==> src/rtl/note_scheduler.sv <==
// Rhythm-game chart sequencer: walks a chart ROM, paces entries with a game-tick
// divider, and hands lane spawn requests to a valid/ready consumer.
module note_scheduler #(
  parameter int TICK_DIV = 50000,
  parameter int ADDR_W   = 8
) (
  input  logic              clk,
  input  logic              rst_n,
  input  logic              game_state,
  input  logic              start,
  output logic [ADDR_W-1:0] chart_addr,
  input  logic [15:0]       chart_data,
  output logic              spawn_valid,
  output logic [3:0]        spawn_lanes,
  input  logic              spawn_ready,
  output logic [15:0]       song_pos,
  output logic              busy,
  output logic              done
);

  localparam int DIV_W = (TICK_DIV > 2) ? $clog2(TICK_DIV) : 1;
  localparam logic [DIV_W-1:0]  DIV_LAST  = DIV_W'(TICK_DIV - 1);
  localparam logic [ADDR_W-1:0] ADDR_LAST = '1;

  typedef enum logic [2:0] {
    S_IDLE, S_FETCH, S_LOAD, S_SPAWN, S_WAIT, S_FIN
  } state_t;

  state_t            state, state_nxt;
  logic [DIV_W-1:0]  div_cnt;
  logic [11:0]       delta_cnt;
  logic              run;
  logic              tick;
  logic              start_acc;
  logic              wait_done;

  function automatic logic [15:0] sat_inc16(input logic [15:0] v);
    return (v == 16'hFFFF) ? v : v + 16'd1;
  endfunction

  // Everything outside IDLE is frozen while paused; run marks a live cycle.
  assign run       = (state != S_IDLE) && !game_state;
  assign tick      = run && (div_cnt == DIV_LAST);
  assign start_acc = (state == S_IDLE) && start;
  // A count of 1 finishes on the tick itself, so no idle cycle follows the last tick.
  assign wait_done = (delta_cnt == 12'd0) || (tick && (delta_cnt == 12'd1));

  always_ff @(posedge clk or negedge rst_n) begin
    if (!rst_n) state <= S_IDLE;
    else        state <= state_nxt;
  end

  always_comb begin
    state_nxt = state;
    case (state)
      S_IDLE:  if (start) state_nxt = S_FETCH;
      S_FETCH: if (!game_state) state_nxt = S_LOAD;
      S_LOAD:
        if (!game_state) begin
          if (chart_data == 16'h0000)         state_nxt = S_FIN;
          else if (chart_data[15:12] != 4'h0) state_nxt = S_SPAWN;
          else                                state_nxt = S_WAIT;
        end
      S_SPAWN: if (!game_state && spawn_ready) state_nxt = S_WAIT;
      S_WAIT:
        if (run && wait_done)
          state_nxt = (chart_addr == ADDR_LAST) ? S_FIN : S_FETCH;
      S_FIN:   if (!game_state) state_nxt = S_IDLE;
      default: state_nxt = S_IDLE;
    endcase
  end

  always_comb begin
    busy        = (state != S_IDLE);
    spawn_valid = (state == S_SPAWN) && !game_state;
    done        = (state == S_FIN) && !game_state;
  end

  always_ff @(posedge clk or negedge rst_n) begin
    if (!rst_n) begin
      div_cnt     <= '0;
      song_pos    <= '0;
      chart_addr  <= '0;
      delta_cnt   <= '0;
      spawn_lanes <= '0;
    end else begin
      if (start_acc)  div_cnt <= '0;
      else if (run)   div_cnt <= tick ? '0 : div_cnt + 1'b1;

      if (start_acc)  song_pos <= '0;
      else if (tick)  song_pos <= sat_inc16(song_pos);

      // The last chart slot ends the song rather than wrapping to address 0.
      if (start_acc)
        chart_addr <= '0;
      else if ((state == S_WAIT) && run && wait_done && (chart_addr != ADDR_LAST))
        chart_addr <= chart_addr + 1'b1;

      if ((state == S_LOAD) && run)
        delta_cnt <= chart_data[11:0];
      else if ((state == S_WAIT) && tick && (delta_cnt != 12'd0))
        delta_cnt <= delta_cnt - 12'd1;

      if ((state == S_LOAD) && run) spawn_lanes <= chart_data[15:12];
    end
  end

endmodule

==> config.mk <==
export PLATFORM = sky130hd
export DESIGN_NAME = note_scheduler
export DESIGN_NICKNAME = d
export VERILOG_FILES = /design/src/rtl/note_scheduler.sv
export SDC_FILE = /design/constraint.sdc
export NUM_CORES = 1
export LEC_CHECK = 0
export BUFFER_PORTS_ARGS = -buffer_cell sky130_fd_sc_hd__buf_2
export CAP_MARGIN = 10
export CORE_MARGIN = 1
export CORE_UTILIZATION = 41
export CTS_BUF_LIST = sky130_fd_sc_hd__clkbuf_2 sky130_fd_sc_hd__clkbuf_4 sky130_fd_sc_hd__clkbuf_8
export DETAILED_ROUTE_END_ITERATION = 7
export GPL_ROUTABILITY_DRIVEN = 0
export PLACE_DENSITY = 0.62
export SYNTH_ARGS = -nofsm -noshare
export SYNTH_HDL_FRONTEND = slang
export SYNTH_SLANG_ARGS = --single-unit
==> constraint.sdc <==
create_clock -name clk -period 3.07 [get_ports clk]
set_clock_uncertainty 0.05 [all_clocks]
set_input_delay 0.921 -clock clk [delete_from_list [all_inputs] [get_ports clk]]
set_output_delay 0.921 -clock clk [all_outputs]
set_load 0.01 [all_outputs]
==> results of run 1 <==
## cell usage after synthesis, types with 6 or more instances
master	n	area share
o21ai_0	24	0.034
inv_1	9	0.0097
nand2_1	45	0.048
a31oi_1	7	0.013
nor2_1	27	0.029
nor3_1	10	0.014
dfrtp_1	59	0.42
a21oi_1	21	0.030
and3_1	9	0.016
nand4_1	19	0.034
or4_1	7	0.015
nor4_1	15	0.027
nand3_1	22	0.032
ha_1	6	0.022
clkbuf_1	10	0.011
or3_1	16	0.029
xor2_1	14	0.035
## worst min-delay path by stage
stage	cells after the start	slack, ns	endpoint	from
finish	2	0.43	spawn_lanes[2]	spawn_lanes[2]
global route	2	0.47	spawn_lanes[3]	spawn_lanes[3]
CTS	2	0.43	spawn_lanes[2]	spawn_lanes[2]
detailed placement	2	0.41	spawn_lanes[2]	spawn_lanes[2]
global placement	2	0.41	spawn_lanes[3]	spawn_lanes[3]
floorplan	2	0.44	div_cnt[15]	div_cnt[15]
## state kept, by name (all words and copies together) (netlist names)
name,flops
div_cnt,16
delta_cnt,12
song_pos,16
chart_addr,8
spawn_lanes,4
state,3
## final cells by class
cell class	instances	area, sq um	share of cell area
Clock buffer	11	145	0.0350
Clock inverter	5	100	0.0241
Inverter	10	37.5	0.00905
Multi-Input combinational cell	307	1910	0.460
Sequential cell	59	1480	0.356
Tap cell	105	131	0.0317
Timing Repair Buffer	62	350	0.0845
## power by group through the flow
stage / Sequential, uW / Combinational (uW) / Clock (uW)
global placement: 1130 / 871 / 0
global route: 1160 / 1000 / 936
floorplan: 1080 / 641 / 0
finish: 1130 / 885 / 879
CTS: 1120 / 891 / 899
detailed placement: 1130 / 889 / 0
## worst register-to-register path, stage by stage, from the launching register on
cell	delay, ns
dfrtp_1	0.52
nor3_1	0.63
nor4b_4	0.11
a41oi_2	0.62
buf_4	0.23
nor3_1	0.05
o31a_1	0.25
## cell families after synthesis
group / count (synthesis)
AO/OA/AOI/OAI: 80
XOR/XNOR: 15
adder cells (fa/ha/maj): 6
buffers and inverters: 26
flip-flops: 59
multiplexers: 5
AND/OR/NAND/NOR: 201
## cells in the final DEF (no fill, tap or decap), drive strengths merged, types with 4 or more instances in the layout
cell type	n
buf	62
or3	17
o31ai	4
ha	6
nand4	19
clkbuf	11
a31oi	7
inv	10
nor2	27
and4	6
a21oi	21
nand2	45
nor3	11
mux2i	5
and2	5
o211ai	4
or4	8
o21ai	24
nand3	22
xor2	14
nor4	17
and3	9
dfrtp	59
## per-layer routing
layer / share of wire / global-route usage / vias up
li1: - / - / 1600
met1: 0.47 / 0.286 / 1565
met3: 0.045 / 0.0356 / 9
met2: 0.47 / 0.338 / 78
met5: 0 / 0 / -
met4: 0.011 / 0.0949 / 0
## through the flow
stage	util	setup WS, ns	instance area [sq um]	instances
floorplan	-	0.431	3490	392
global placement	0.475	0.417	3900	543
detailed placement	0.475	0.356	3900	543
CTS	0.505	0.150	4150	559
global route	0.505	0.0806	4150	559
finish	0.505	0.174	4150	559
==> flow_summary.json, run 1 <==
{
  "syn_area_sq_um": 3490,
  "remaining_drc_errors": 0,
  "clk_latency_ns": 0.34,
  "status": "finished clean",
  "core_area_sq_um": 8220,
  "synth_edf_count": 0,
  "grt_overflow_total": 0,
  "cp-startpoint": "state[2]",
  "syn_nets": 419,
  "dr.first_iter.drc_count": 150,
  "initial_utilization": 0.424,
  "path_clk_slew_ns": 0.07,
  "synth_simple_gate_area_frac": 0.327,
  "power_frac_seq": 0.390,
  "p_clk_frac": 0.304,
  "pwr-share-comb": 0.306,
  "maxCapViolCount": 0,
  "final-setup-viol-count": 0,
  "power.density_nw_per_um2": 698,
  "row_count": 33,
  "clock_path_buffers": 2,
  "die_h_microns": 94.2,
  "hold_violations": 0,
  "cts_buffers": 9,
  "crit_chain": "nor3_1, inv_1, buf_2",
  "areaGrowthSynthToFinish_pct": 18.9,
  "grt_antenna_before_repair": 0,
  "worstSetupEndpoint": "busy",
  "syn_area_per_cell_sq_um": 8.90,
  "p_int_uw": 1850,
  "grt_pass1_vias": 3018,
  "fmax_mhz": 345,
  "grt_pass1_wl_mm": 14.6,
  "cp-start-kind": "register",
  "num_antenna_cells": 0,
  "cp_num_buf_inv": 2,
  "peakVddDrop_mv": 0.325,
  "crit_arrival_ns": 1.92,
  "vias": 3252,
  "fin_tns_setup_ns": 0,
  "tightest_slew_ns": 0.701,
  "path_depth": 3,
  "dieArea_sq_um": 8880,
  "path_max_fanout": 13,
  "synth_ff_type": "dfrtp_1",
  "endpoint_kind": "output port",
  "maxSlewViolCount": 0,
  "ant_nets": 0,
  "synth_compound_area_frac": 0.145,
  "post_cts_buffers": 0,
  "relSlewSlack": 0.532,
  "fin_nets": 476,
  "reg2reg_slack_ns": 0.50,
  "crit_slowest_cell": "nor3_1",
  "drive_above_1_share": 0.205,
  "cts_resized": 0,
  "p_sw_uw": 1040,
  "syn_inst": 392,
  "port_buffers": 51,
  "required_ns": 2.10,
  "synthMuxAreaShare": 0.0144,
  "synth_warnings": 0,
  "post-dp-hpwl_mm": 6.17,
  "totalWireLength_mm": 8.74,
  "worst_hold_path_type": "reg2reg",
  "viasPerCell": 5.82,
  "synthAdderAreaFrac": 0.0215,
  "cts_tree": "built",
  "hold_buffers": 0,
  "yosysSeqAreaShare": 0.423,
  "total_power_uw": 2890,
  "dieWidth_microns": 94.2,
  "layout_min_cycle_time_ns": 2.90,
  "synth_top_family_by_area": "simple AND/OR/NAND/NOR gates",
  "cpLargestDelayFamily": "simple AND/OR/NAND/NOR gates",
  "grt_max_degree": 60,
  "fillers": 756,
  "critPathKind": "reg2out",
  "rsz0062_at_grt": "no",
  "first_pass_iters": 4,
  "async_reset_ff_frac": 1.00,
  "rr_startpoint": "state[2]",
  "synth-seq-cells": 59,
  "post_drt_wl_per_cell_microns": 15.6,
  "root_buffer": "clkbuf_8",
  "p_leak_uw": 0.00185,
  "reg2reg_depth": 6,
  "rr_endpoint": "state[0]",
  "grtUsageTotal": 0.214,
  "switching_share": 0.360,
  "timing.final.crit_share": 0.943,
  "slowest_delay_ns": 0.63,
  "cts-htree-levels": 3,
  "io_pins": 52,
  "cts_sinks": 59,
  "synth_xor_area_frac": 0.0377,
  "yosysUniqueCellTypes": 59,
  "fin_hold_ws_ns": 0.428
}
Note: power is estimated with default switching activity, not from simulation.
==> run 2, diff against run 1 <==
Settings changed: ABC_AREA set to 1, CORE_MARGIN 1 to 1.5, PLACE_DENSITY 0.62 to 0.61.
==> run 2 against run 1 <==
Compared with the run above: synthesized cell count rose by 33%; via count grew 6.5%; routed wire length down 0.89%; clock power shrank 18%; core utilization shrank 2.5 points; flip-flop and latch count unchanged; final area rose by 6.4%; first-iteration DRC count down 27%; critical path depth unchanged; global-route usage decreased by 2.9 points; critical path type is now in2out; combinational power is 36% higher; maximum frequency grew 22%; critical endpoint is now done.
==> flow_summary.json, run 2 <==
{
  "tightest_slew_ns": 0.669,
  "dr.first_iter.drc_count": 110,
  "cts_resized": 0,
  "cts_tree": "built",
  "synth_compound_area_frac": 0.0880,
  "clock_path_buffers": 2,
  "grt_overflow_total": 0,
  "grtUsageTotal": 0.185,
  "post_drt_wl_per_cell_microns": 12.6,
  "cts_buffers": 9,
  "reg2reg_slack_ns": 0.90,
  "synth_area_leaders": "dfrtp_1, nand2_1, nand3_1",
  "synth_xor_area_frac": 0.0682,
  "root_buffer": "clkbuf_8",
  "yosys.area.top_type_share": 0.383,
  "remaining_drc_errors": 0,
  "grt_pass1_vias": 3270,
  "fmax_mhz": 420,
  "crit_chain": "buf_2, nor3_1, buf_2",
  "layout_commonest_cell": "nand2_1",
  "yosys.area.top_type": "dfrtp_1",
  "hold_violations": 0,
  "synthMuxAreaShare": 0,
  "synth_warnings": 0,
  "fin_tns_setup_ns": 0,
  "rr_endpoint": "song_pos[5]",
  "dieArea_sq_um": 9990,
  "pwr-share-comb": 0.394,
  "io_pins": 52,
  "layout_min_cycle_time_ns": 2.38,
  "worstSetupEndpoint": "done",
  "cp-startpoint": "game_state",
  "final-setup-viol-count": 0,
  "crit_arrival_ns": 1.41,
  "synth_simple_gate_area_frac": 0.367,
  "vias": 3463,
  "cts-htree-levels": 3,
  "p_leak_uw": 0.00224,
  "synth-seq-cells": 59,
  "syn_nets": 548,
  "rr_startpoint": "div_cnt[0]",
  "grt_max_degree": 33,
  "async_reset_ff_frac": 1.00,
  "p_int_uw": 1770,
  "port_buffers": 51,
  "synth_ff_type": "dfrtp_1",
  "crit_slowest_cell": "nor3_1",
  "worst_hold_path_type": "reg2reg",
  "p_sw_uw": 1280,
  "relSlewSlack": 0.551,
  "cts_sinks": 59,
  "grt_pass1_wl_mm": 15.0,
  "maxCapViolCount": 0,
  "timing.final.crit_share": 0.776,
  "num_antenna_cells": 0,
  "rsz0062_at_grt": "no",
  "syn_area_per_cell_sq_um": 7.40,
  "fin_nets": 601,
  "grt_antenna_before_repair": 0,
  "yosysUniqueCellTypes": 42,
  "areaGrowthSynthToFinish_pct": 14.4,
  "stdcell_area_sq_um": 4410,
  "core_area_sq_um": 9200,
  "critPathKind": "in2out",
  "syn_inst": 521,
  "syn_area_sq_um": 3850,
  "ant_nets": 0,
  "path_clk_slew_ns": 0.07,
  "row_count": 35,
  "reg.largest.list": "div_cnt: 16 flops, song_pos: 16 flops, delta_cnt: 12 flops",
  "synth_top_family_by_area": "simple AND/OR/NAND/NOR gates",
  "hold_buffers": 0,
  "first_pass_iters": 4,
  "synth.most_common_cell": "nand2_1",
  "slowest_delay_ns": 0.18,
  "yosysSeqAreaShare": 0.383,
  "power.density_nw_per_um2": 691,
  "die_h_microns": 100,
  "placed_area_sq_um": 4210,
  "switching_share": 0.418,
  "endpoint_kind": "output port",
  "clk_latency_ns": 0.34,
  "synth_edf_count": 0,
  "viasPerCell": 5.02,
  "path_max_fanout": 5,
  "final_cell_mix": "nand2_1, nor2_1, dfrtp_1",
  "cp_common_cell": "buf_2",
  "status": "finished clean",
  "yosys-top-cells-count": "nand2_1, nor2_1, dfrtp_1, inv_1, nand3_1",
  "peakVddDrop_mv": 0.518,
  "drive_above_1_share": 0.188,
  "dieWidth_microns": 100,
  "initial_utilization": 0.419,
  "post_cts_buffers": 0,
  "totalWireLength_mm": 8.66,
  "required_ns": 2.10,
  "power_frac_seq": 0.369,
  "cp-start-kind": "primary input",
  "maxSlewViolCount": 0,
  "p_clk_frac": 0.237,
  "synthAdderAreaFrac": 0.0195,
  "post-dp-hpwl_mm": 6.40,
  "reg2reg_depth": 9
}
-- run 2: changes by cell type after synthesis, sizes merged, moves of 15 or more --
cell and delta:
nand3 +34, nand2 +97, or3 -17, nor2 +47, inv +49, nor4 -15
-- run 2: cells by family after synthesis --
| kind of cell | count (synthesis) |
|---|---|
| flip-flops | 59 |
| AND/OR/NAND/NOR | 301 |
| XOR/XNOR | 30 |
| AO/OA/AOI/OAI | 55 |
| adder cells (fa/ha/maj) | 6 |
| buffers and inverters | 70 |
-- run 2: worst max-delay path: cells and delay by family --
kind	cells	cell delay (ns)
AND/OR/NAND/NOR	1	0.18
buffers and inverters	2	0.32
-- run 2: through the flow --
stage               setup slack (ns)   util  cells  power (uW)  hold WS (ns)
finish                         0.689  0.480    690        3050         0.441
global route                   0.579  0.480    690        3300         0.462
CTS                            0.688  0.480    690        3070         0.446
detailed placement             0.693  0.458    674        2340         0.427
global placement               0.706  0.458    674        2310         0.414
floorplan                      0.888      -    521        2040         0.418
-- run 2: power groups by stage --
stage          Sequential, uW  Clock [uW]  Combinational, uW
2_1_floorplan            1130           0                909
3_3_place_gp             1130           0               1170
3_5_place_dp             1140           0               1210
4_1_cts                  1120         739               1210
5_1_grt                  1150         779               1370
6_report                 1120         723               1200
-- run 2: area by class of cell --
type | count | area [sq um]
fillers | 936 | 4780
multi-input cells | 392 | 2090
flip-flops and latches | 59 | 1480
repair buffers | 53 | 283
inverters | 59 | 224
clock buffers | 11 | 145
well taps | 111 | 139
clock inverters | 5 | 52.6
-- run 2: worst min-delay path by stage --
stage | startpoint | to | slack [ns] | cells after the start
2_1_floorplan | div_cnt[0] | div_cnt[0] | 0.42 | 1
3_3_place_gp | spawn_lanes[2] | spawn_lanes[2] | 0.41 | 2
3_5_place_dp | spawn_lanes[1] | spawn_lanes[1] | 0.43 | 2
4_1_cts | spawn_lanes[0] | spawn_lanes[0] | 0.45 | 2
5_1_grt | spawn_lanes[1] | spawn_lanes[1] | 0.46 | 2
6_report | spawn_lanes[0] | spawn_lanes[0] | 0.44 | 2
-- run 2: routing by layer --
layer / wire length (microns) / global-route usage
met5: 0 / 0
met4: 121 / 0.0574
met3: 272 / 0.0369
met2: 4040 / 0.302
met1: 4230 / 0.249
==> run 3, diff against run 2 <==
Settings changed: PLACE_DENSITY 0.61 to 0.63.
Clock period 3.07 ns to 2.1 ns, I/O delays scaled along.
==> run 3 against run 2 <==
Compared with the run above: power rose by 48%; highest routed layer unchanged; die area is the same; critical endpoint is now busy; final cell count is 0.29% higher; sequential power up 47%; critical path type is now reg2out; clock power rose by 48%; global-route usage shrank 0.17 points; first-iteration DRC count is 9.1% higher.
==> flow_summary.json, run 3 (synthesized netlist as in run 2, its figures left out) <==
{
  "hold_buffers": 0,
  "fmax_mhz": 495,
  "fillers": 926,
  "cts_tree": "built",
  "path_clk_slew_ns": 0.07,
  "viasPerCell": 4.98,
  "fin_nets": 605,
  "reg.largest.list": "div_cnt: 16 flops, song_pos: 16 flops, delta_cnt: 12 flops",
  "cp-start-kind": "register",
  "timing.final.crit_share": 0.961,
  "reg2reg_depth": 10,
  "ant_nets": 0,
  "die_h_microns": 100,
  "num_antenna_cells": 0,
  "port_buffers": 51,
  "clk_latency_ns": 0.33,
  "grt_pass1_wl_mm": 14.8,
  "dieArea_sq_um": 9990,
  "required_ns": 1.42,
  "layout_min_cycle_time_ns": 2.02,
  "rr_endpoint": "delta_cnt[7]",
  "finalWorstSetupSlack_ns": 0.0809,
  "areaGrowthSynthToFinish_pct": 15.5,
  "post-dp-hpwl_mm": 6.37,
  "initial_utilization": 0.419,
  "root_buffer": "clkbuf_8",
  "first_pass_iters": 4,
  "fin_tns_setup_ns": 0,
  "totalWireLength_mm": 8.57,
  "clock_path_buffers": 2,
  "peakVddDrop_mv": 0.762,
  "crit_arrival_ns": 1.34,
  "maxSlewViolCount": 0,
  "grt_max_degree": 60,
  "path_max_fanout": 4,
  "multi_input_area_sq_um": 2100,
  "reg2reg_slack_ns": 0.21,
  "rsz0062_at_grt": "yes",
  "grt_antenna_before_repair": 0,
  "dr.first_iter.drc_count": 120,
  "cts_sinks": 59,
  "p_leak_uw": 0.00226,
  "grt_overflow_total": 0,
  "critPathKind": "reg2out",
  "stdcell_area_sq_um": 4450,
  "final-setup-viol-count": 0,
  "dpl_worst_slack_ns": 0.135,
  "endpoint_kind": "output port",
  "dieWidth_microns": 100,
  "core_area_sq_um": 9200,
  "cts-htree-levels": 3,
  "hold_violations": 0,
  "post_cts_buffers": 0,
  "row_count": 35,
  "fin_hold_ws_ns": 0.227,
  "io_pins": 52,
  "cts_buffers": 9,
  "power.density_nw_per_um2": 1010,
  "status": "finished clean",
  "total_power_uw": 4510,
  "remaining_drc_errors": 0,
  "tightest_slew_ns": 0.419,
  "maxCapViolCount": 0,
  "drive_above_1_share": 0.196,
  "worst_hold_path_type": "in2async",
  "layout_commonest_cell": "nand2_1",
  "relSlewSlack": 0.719,
  "seqCellArea_sq_um": 1480,
  "final_cell_mix": "nand2_1, nor2_1, dfrtp_1",
  "rr_startpoint": "div_cnt[0]",
  "post_drt_wl_per_cell_microns": 12.4,
  "vias": 3447,
  "placed_area_sq_um": 4240,
  "grt_pass1_vias": 3251,
  "grtUsageTotal": 0.184
}
==> run 3: cell count changes in the layout (fill, tap and decap cells not counted), sizes merged <==
cell,before,now
buf,53,57
clkinv,3,1
clkbuf,11,12
clkinvlp,1,0
==> run 3: cell type report <==
type	instances	share of cell area
Multi-Input combinational cell	392	0.471
Sequential cell	59	0.332
Timing Repair Buffer	57	0.0702
Inverter	59	0.0503
Clock buffer	12	0.0371
Tap cell	111	0.0312
Clock inverter	2	0.00787
==> run 3: where the power goes <==
| group | internal (uW) | total, uW | switching (uW) |
|---|---|---|---|
| Clock | 630 | 1070 | 435 |
| Sequential | 1390 | 1650 | 254 |
| Combinational | 646 | 1800 | 1150 |
==> run 3: routing by layer <==
metal | wire [microns] | global-route usage | part of all wire | up-vias
met5 | 0 | 0 | 0 | -
met4 | 63 | 0.0423 | 0.0074 | 0
met3 | 349 | 0.0425 | 0.041 | 7
met2 | 4100 | 0.309 | 0.48 | 78
met1 | 4050 | 0.241 | 0.47 | 1571
li1 | - | - | - | 1791
==> run 3: per-stage QoR <==
step | instances | utilization
final | 692 | 0.484
after global routing | 692 | 0.484
after CTS | 692 | 0.483
after detailed placement | 678 | 0.461
after global placement | 678 | 0.461
after floorplan | 521 | -
==> run 3: repair_timing <==
action,in CTS,in global routing
gates resized for setup,1,3
endpoints found under the setup margin,1,13
gates cloned,0,0
pin swaps,0,0
==> run 3: critical path, cell delays in order (launching register included) <==
cell     delay [ns]
dfrtp_1        0.42
inv_2          0.10
nand2_4        0.06
nor2_4         0.18
inv_1          0.09
buf_2          0.15
==> run 3: worst max path at each step <==
stage,from,to,slack (ns),depth (start not counted)
3_5_place_dp,song_pos[1],song_pos[14],0.14,7
2_1_floorplan,song_pos[0],song_pos[5],0.43,8
6_report,state[0],busy,0.08,5
5_1_grt,state[2],spawn_valid,-0.01,6
3_3_place_gp,song_pos[0],song_pos[14],0.11,7
4_1_cts,state[2],spawn_valid,0.01,6
